**src/rtl/ml_dot_pkg.sv**
```systemverilog
// Shared types, default widths and saturation bounds for the vector dot-product engine.
package ml_dot_pkg;

  typedef enum logic [1:0] {
    IDLE  = 2'd0,
    ACCUM = 2'd1,
    DONE  = 2'd2
  } state_t;

  localparam int DEF_DATA_W = 16;
  localparam int DEF_ACC_W  = 40;
  localparam int DEF_OUT_W  = 32;
  localparam int DEF_CNT_W  = 16;

  // Largest value representable in a signed field of width w (1..64).
  function automatic logic signed [63:0] sat_max(input int w);
    return (64'sd1 <<< (w - 1)) - 64'sd1;
  endfunction

  // Smallest value representable in a signed field of width w (1..64).
  function automatic logic signed [63:0] sat_min(input int w);
    return -(64'sd1 <<< (w - 1));
  endfunction

endpackage

```
**src/rtl/ml_vec_dot_engine_mac.sv**
```systemverilog
// Multiply and accumulate-or-load datapath: holds the running accumulator and
// exposes its next value so the top can capture the final sum on the last beat.
module ml_mac #(
  parameter int DATA_W = 16,
  parameter int ACC_W  = 40
) (
  input  logic                     clk,
  input  logic                     rst_n,
  input  logic                     en,
  input  logic                     load,
  input  logic signed [DATA_W-1:0] a,
  input  logic signed [DATA_W-1:0] b,
  output logic signed [ACC_W-1:0]  acc_d
);

  logic signed [2*DATA_W-1:0] prod_p0;
  logic signed [ACC_W-1:0]    prod_ext_p0;
  logic signed [ACC_W-1:0]    acc_q;

  // Full-precision product, sign-extended into the accumulator width
  always_comb begin
    prod_p0     = a * b;
    prod_ext_p0 = ACC_W'(prod_p0);
  end

  // First beat of a vector loads the product; later beats add with natural wrap
  always_comb begin
    acc_d = acc_q;
    if (en) begin
      acc_d = load ? prod_ext_p0 : acc_q + prod_ext_p0;
    end
  end

  // Accumulator register
  always_ff @(posedge clk) begin
    if (!rst_n) begin
      acc_q <= '0;
    end else begin
      acc_q <= acc_d;
    end
  end

endmodule

```
**src/rtl/ml_vec_dot_engine.sv**
```systemverilog
// Streaming signed dot-product engine: accumulates a*b over one vector pair
// (terminated by in_last) and holds the result until the consumer takes it.
// Optional build macro ML_DOT_SAT_EN: clamp the result to the signed OUT_W
// range and flag clamping on out_sat; otherwise the result is truncated.
module ml_vec_dot_engine
  import ml_dot_pkg::*;
#(
  parameter int DATA_W = DEF_DATA_W,
  parameter int ACC_W  = DEF_ACC_W,
  parameter int OUT_W  = DEF_OUT_W,
  parameter int CNT_W  = DEF_CNT_W
) (
  input  logic                     clk,
  input  logic                     rst_n,
  input  logic                     in_valid,
  output logic                     in_ready,
  input  logic signed [DATA_W-1:0] in_a,
  input  logic signed [DATA_W-1:0] in_b,
  input  logic                     in_last,
  output logic                     out_valid,
  input  logic                     out_ready,
  output logic signed [OUT_W-1:0]  out_data,
  output logic [CNT_W-1:0]         out_len,
  output logic                     out_sat
);

  state_t                  state_q, state_d;
  logic                    accept;
  logic                    load;
  logic signed [ACC_W-1:0] acc_d;
  logic [CNT_W-1:0]        cnt_q, cnt_d;
  logic signed [OUT_W-1:0] res_data;
  logic                    res_sat;
  logic signed [OUT_W-1:0] out_data_q, out_data_d;
  logic [CNT_W-1:0]        out_len_q, out_len_d;
  logic                    out_sat_q, out_sat_d;

  assign accept = in_valid && in_ready;
  assign load   = (state_q == IDLE);

  ml_mac #(
    .DATA_W (DATA_W),
    .ACC_W  (ACC_W)
  ) u_mac (
    .clk   (clk),
    .rst_n (rst_n),
    .en    (accept),
    .load  (load),
    .a     (in_a),
    .b     (in_b),
    .acc_d (acc_d)
  );

  // State register
  always_ff @(posedge clk) begin
    if (!rst_n) begin
      state_q <= IDLE;
    end else begin
      state_q <= state_d;
    end
  end

  // Next state: a last beat closes the vector; the result leaves on out_ready
  always_comb begin
    state_d = state_q;
    case (state_q)
      IDLE, ACCUM: begin
        if (accept) begin
          state_d = in_last ? DONE : ACCUM;
        end
      end
      DONE: begin
        if (out_ready) begin
          state_d = IDLE;
        end
      end
      default: state_d = IDLE;
    endcase
  end

  // Handshake outputs decoded from state; no beat is taken while a result is held
  always_comb begin
    in_ready  = (state_q != DONE);
    out_valid = (state_q == DONE);
  end

  // Element counter restarts at 1 on the first beat of each vector
  always_comb begin
    cnt_d = cnt_q;
    if (accept) begin
      cnt_d = load ? CNT_W'(1) : cnt_q + CNT_W'(1);
    end
  end

`ifdef ML_DOT_SAT_EN
  localparam logic signed [63:0] OUT_MAX = sat_max(OUT_W);
  localparam logic signed [63:0] OUT_MIN = sat_min(OUT_W);

  logic signed [63:0] acc_wide;

  // Clamp the final sum into the signed result range
  always_comb begin
    acc_wide = 64'(acc_d);
    res_data = acc_d[OUT_W-1:0];
    res_sat  = 1'b0;
    if (acc_wide > OUT_MAX) begin
      res_data = OUT_MAX[OUT_W-1:0];
      res_sat  = 1'b1;
    end else if (acc_wide < OUT_MIN) begin
      res_data = OUT_MIN[OUT_W-1:0];
      res_sat  = 1'b1;
    end
  end
`else
  logic unused_acc_hi;

  // Plain truncation of the final sum; upper accumulator bits are dropped
  always_comb begin
    res_data      = acc_d[OUT_W-1:0];
    res_sat       = 1'b0;
    unused_acc_hi = ^acc_d;
  end
`endif

  // Result register captures on the last accepted beat and holds until replaced
  always_comb begin
    out_data_d = out_data_q;
    out_len_d  = out_len_q;
    out_sat_d  = out_sat_q;
    if (accept && in_last) begin
      out_data_d = res_data;
      out_len_d  = cnt_d;
      out_sat_d  = res_sat;
    end
  end

  // Counter and result registers
  always_ff @(posedge clk) begin
    if (!rst_n) begin
      cnt_q      <= '0;
      out_data_q <= '0;
      out_len_q  <= '0;
      out_sat_q  <= 1'b0;
    end else begin
      cnt_q      <= cnt_d;
      out_data_q <= out_data_d;
      out_len_q  <= out_len_d;
      out_sat_q  <= out_sat_d;
    end
  end

  assign out_data = out_data_q;
  assign out_len  = out_len_q;
  assign out_sat  = out_sat_q;

endmodule

```
**config.mk**
```make
export PLATFORM = sky130hd
export DESIGN_NAME = ml_vec_dot_engine
export DESIGN_NICKNAME = d
export VERILOG_FILES = /design/src/rtl/ml_dot_pkg.sv /design/src/rtl/ml_vec_dot_engine_mac.sv /design/src/rtl/ml_vec_dot_engine.sv
export SDC_FILE = /design/constraint.sdc
export NUM_CORES = 1
export LEC_CHECK = 0
export CORE_AREA = 10 10 215 217
export DETAILED_ROUTE_END_ITERATION = 8
export DIE_AREA = 0 0 225 227
export PLACE_DENSITY_LB_ADDON = 0.05
export SLEW_MARGIN = 25
export SYNTH_ARGS = -nofsm -noshare
export SYNTH_HDL_FRONTEND = slang
export SYNTH_HIERARCHICAL = 1
export SYNTH_SLANG_ARGS = --single-unit
```
**constraint.sdc**
```tcl
create_clock -name clk -period 19.1 [get_ports clk]
set_input_delay 3.82 -clock clk [delete_from_list [all_inputs] [get_ports clk]]
set_output_delay 3.82 -clock clk [all_outputs]
set_load 0.02 [all_outputs]
```
==> results of run 1 <==
[layout make-up]
| cell class | count | area (sq um) |
|---|---|---|
| inverters | 297 | 1110 |
| clock buffers | 11 | 253 |
| flip-flops and latches | 98 | 1960 |
| repair buffers | 92 | 906 |
| fillers | 4228 | 24500 |
| clock inverters | 5 | 60.1 |
| multi-input cells | 1340 | 12200 |
| well taps | 539 | 674 |
[critical path, delay by kind of cell]
| kind | cells | cell delay [ns] |
|---|---|---|
| AOI/OAI and AO/OA | 10 | 2.25 |
| xor gates and xnor gates | 2 | 0.45 |
| buffers and inverters | 5 | 1.07 |
| adders and majority gates | 8 | 3.90 |
| and+or+nand+nor | 6 | 0.90 |
[sequential cells by signal (all words and copies together) (netlist names)]
signal,cells
cnt_q,16
out_data,32
state_q,2
u_mac/acc_q,32
out_len,16
[stage by stage]
step / setup WS, ns / hold slack, ns / area, sq um / util [%]
6_report: 6.98 / 0.456 / 17200 / 41.2
4_1_cts: 6.89 / 0.462 / 17200 / 41.2
3_3_place_gp: 6.59 / 0.442 / 16900 / 40.5
3_5_place_dp: 6.53 / 0.448 / 16900 / 40.5
5_1_grt: 6.49 / 0.482 / 17200 / 41.2
2_1_floorplan: 8.00 / 0.467 / 15700 / -
[worst max-delay path by stage]
stage	from	slack, ns	endpoint	cells after the start
5_1_grt	in_b[1]	6.49	out_data[31]	31
3_5_place_dp	in_b[1]	6.53	out_data[31]	31
3_3_place_gp	in_b[1]	6.59	out_data[31]	31
4_1_cts	in_b[1]	6.89	out_data[31]	31
6_report	in_b[1]	6.98	out_data[31]	31
2_1_floorplan	in_b[1]	8.00	u_mac/acc_q[28]	29
[metal layers]
layer  vias up  part of all wire (%)
li1       5785                     -
met1      5839                    51
met2       228                    44
met3        29                   4.5
met4         0                   1.1
met5         -                     0
==> summary.md, run 1 <==
| Metric | Value |
|---|---|
| Status | complete, no violations |
| CTS-repair resized insts | 0 |
| Share of post-route cells with drive strength above 1 | 2.82% |
| CP Max Fanout | 16 |
| Required @ worst endpoint | 19.40 ns |
| Die height | 227 microns |
| Die width | 225 microns |
| Gr usage total | 16.9% |
| CP Launch Type | primary input |
| Syn Nets | 2235 |
| CTS Buf Count | 9 |
| Commonest non-fill, non-tap cell in the layout | inv_1 |
| Grt peak-use layer | met2 |
| Row count | 75 |
| Final Hold Vio Count | 0 |
| Worst path max stage delay | 0.77 ns |
| Worst R2R Start | u_mac/acc_q[0] |
| Gpl congestion | 0.829 |
| Clk buf depth | 2 |
| Clock latency on the worst-skew pair | 0.36 ns |
| Clock Skew | 0.00689 ns |
| Reg2Reg Depth | 14 |
| Initial antenna violation count | 0 |
| Min Tclk post-route | 12.12 ns |
| DR DRC count | 0 |
| R2R Path End | out_data[16] |
| Tcrit/Tclk final | 63.4% |
| Mapped Cells | 1818 |
| Hold bufs inserted after CTS | 0 |
| I/O pin total | 88 |
| Final wirelength | 41400 microns |
| Drt pass-1 iters | 5 |
| GR Util met3 | 2.32% |
| Worst slew pin tran | 0.919 ns |
| First DRT Iteration DRCs | 558 |
| Clk sinks | 98 |
| Grt ovf | 0 |
| Commonest non-fill, non-tap cells in the layout | inv_1 (295), fa_1 (263), nand2_1 (234) |
| N_diodes | 0 |
| Initial Util | 37.6% |
| RSZ-0062 raised after global routing | no |
| Routed vias/inst | 4.99 |
| CTS tree | built |
| Clk pin slew, worst setup/hold paths | 0.07 ns |
| Area Overhead vs Synth | 9.72% |
| Post-CTS Setup Inserts | 0 |
| HP Class | register to register |
| Syn. warnings | 6 |
| Max frequency | 0.0825 GHz |
| First-pass GRT wire length | 69200 microns |
| Number of max-cap violations | 0 |
| Core box area | 41800 sq um |
| WHS Endpoint | out_data[2] |
| R2r setup slk | 15.88 ns |
| Hold Path Cell Cnt | 2 |
| # setup viols final | 0 |
| Die area | 51100 sq um |
| Placed cells | 2366 |
| ANT nets after route | 0 |
| Root buffer cell | clkbuf_16 |
| Critical Path AT | 12.41 ns |
| Met2 GRT Util | 26.2% |
| Slowest CP cell | clkdlybuf4s50_1 |
| Via count | 11900 |
| Port Buffers | 86 |
| Grt met1 use | 24.6% |
| Syn Area/Cell | 8.63 sq um |
| H-tree levels | 3 |
| HP Start | out_data[2] |
| Max Slew Vio Count | 0 |
| CP most frequent cell | fa_1 |
| Routed wire per std cell | 17.4 microns |
| Critical path class | primary input to register |
| Slew margin rel. | 38.5% |
| Largest net degree at the start of global routing | 65 |
| Final #Nets | 2255 |
| Post-Syn Area | 15700 sq um |
| Vias in the first global route | 12600 |
| Fin cells | 2382 |
| DP HPWL | 33100 microns |
| Setup_tns | 0 ns |
| CP endpoint kind | register |
Power of run 1 is left out: the tool's default activity adds up to more than one toggle a clock period on the data nets, which glitch-free logic cannot reach.
==> run 2, diff against run 1 <==
Clock period 19.1 ns to 12.1 ns, I/O delays scaled along.
==> summary.md, run 2 (synthesized netlist as in run 1, its figures left out) <==
| Metric | Value |
|---|---|
| CP endpoint kind | register |
| Die height | 227 microns |
| Status | complete, no violations |
| Critical Path AT | 11.04 ns |
| CP Launch Type | primary input |
| CP most frequent cell | fa_1 |
| ANT nets after route | 0 |
| Core box area | 41800 sq um |
| First-pass GRT wire length | 68300 microns |
| Commonest non-fill, non-tap cells in the layout | inv_1 (295), fa_1 (263), nand2_1 (234) |
| Largest net degree at the start of global routing | 65 |
| CTS-repair resized insts | 0 |
| Initial Util | 37.6% |
| Commonest non-fill, non-tap cell in the layout | inv_1 |
| CTS tree | built |
| DR DRC count | 0 |
| HP Start | out_len[10] |
| Setup WS post-layout | 1.36 ns |
| Gr usage total | 16.6% |
| Tcrit/Tclk final | 88.8% |
| R2R Path End | out_data[16] |
| Min Tclk post-route | 10.74 ns |
| Port Buffers | 86 |
| Worst R2R Start | u_mac/acc_q[0] |
| Worst slew pin tran | 0.817 ns |
| Final Hold Vio Count | 0 |
| Setup_tns | 0 ns |
| HP Class | register to register |
| Final wirelength | 40000 microns |
| Die area | 51100 sq um |
| Area Overhead vs Synth | 9.81% |
| WHS Endpoint | out_len[10] |
| Row count | 75 |
| Clk buf depth | 2 |
| FF+latch area | 1960 sq um |
| Max frequency | 0.0931 GHz |
| Slew margin rel. | 45.4% |
| Hold Path Cell Cnt | 2 |
| Grt ovf | 0 |
| CP Max Fanout | 16 |
| CTS Buf Count | 9 |
| Fill count | 4256 |
| Final #Nets | 2258 |
| Via count | 11700 |
| Gpl congestion | 0.808 |
| Share of post-route cells with drive strength above 1 | 2.98% |
| Hold bufs inserted after CTS | 0 |
| Delay-heaviest family, CP | adder cells |
| H-tree levels | 3 |
| Root buffer cell | clkbuf_16 |
| Required @ worst endpoint | 12.39 ns |
| Post-CTS Setup Inserts | 0 |
| Clk pin slew, worst setup/hold paths | 0.07 ns |
| Slowest CP cell | fa_1 |
| # setup viols final | 0 |
| Reg2Reg Depth | 14 |
| Buffers and inverters on the worst path | 5 |
| DP HPWL | 32500 microns |
| R2r setup slk | 8.84 ns |
| Worst path max stage delay | 0.76 ns |
| Vias in the first global route | 12400 |
| Routed wire per std cell | 16.8 microns |
| Clock Skew | 0.00984 ns |
| Die width | 225 microns |
| Critical path class | primary input to register |
| First DRT Iteration DRCs | 539 |
| Multi-input gate area | 12200 sq um |
| I/O pin total | 88 |
| Number of max-cap violations | 0 |
| RSZ-0062 raised after global routing | no |
| Routed vias/inst | 4.90 |
| Clock latency on the worst-skew pair | 0.36 ns |
| Initial antenna violation count | 0 |
| Max Slew Vio Count | 0 |
| Drt pass-1 iters | 4 |
| Clk sinks | 98 |
| Post-Place Setup Slack | 1.00 ns |
-- run 2: cell type report --
type                       count  area share, %
clock inverter                 7          0.443
timing repair buffer          95           5.39
sequential                    98           11.4
inverter                     297           6.47
antenna                        1         0.0145
tap                          539           3.91
clock buffer                   9           1.31
multi-input combinational   1340           71.1
-- run 2: worst max path at each step --
stage | depth (start not counted) | startpoint | to
3_5_place_dp | 31 | in_b[1] | out_data[31]
4_1_cts | 31 | in_b[1] | out_data[31]
2_1_floorplan | 29 | in_b[1] | u_mac/acc_q[28]
6_report | 31 | in_b[1] | out_data[31]
5_1_grt | 31 | in_a[9] | out_data[31]
3_3_place_gp | 31 | in_a[9] | out_data[31]
-- run 2: through the flow --
| stage | cells | utilization (%) | area, sq um | hold WS, ns |
|---|---|---|---|---|
| 3_5_place_dp | 2369 | 40.5 | 16900 | 0.446 |
| 5_1_grt | 2385 | 41.3 | 17200 | 0.476 |
| 6_report | 2386 | 41.3 | 17200 | 0.458 |
| 2_1_floorplan | 1818 | - | 15700 | 0.467 |
| 4_1_cts | 2385 | 41.3 | 17200 | 0.460 |
| 3_3_place_gp | 2369 | 40.5 | 16900 | 0.443 |
-- run 2: metal layers --
| layer | vias up | share of wire, % | GRT usage [%] |
|---|---|---|---|
| met4 | 0 | 0.66 | 2.70 |
| li1 | 5793 | - | - |
| met1 | 5708 | 53 | 25.1 |
| met5 | - | 0 | 0 |
| met3 | 13 | 3.2 | 1.94 |
| met2 | 173 | 43 | 25.0 |
-- run 2: worst min-delay path, cell delays in order (launching register included) --
cell,delay (ns)
dfxtp_1,0.33
nand2_1,0.04
o21ai_0,0.05
Power of run 2 is left out for the same reason.
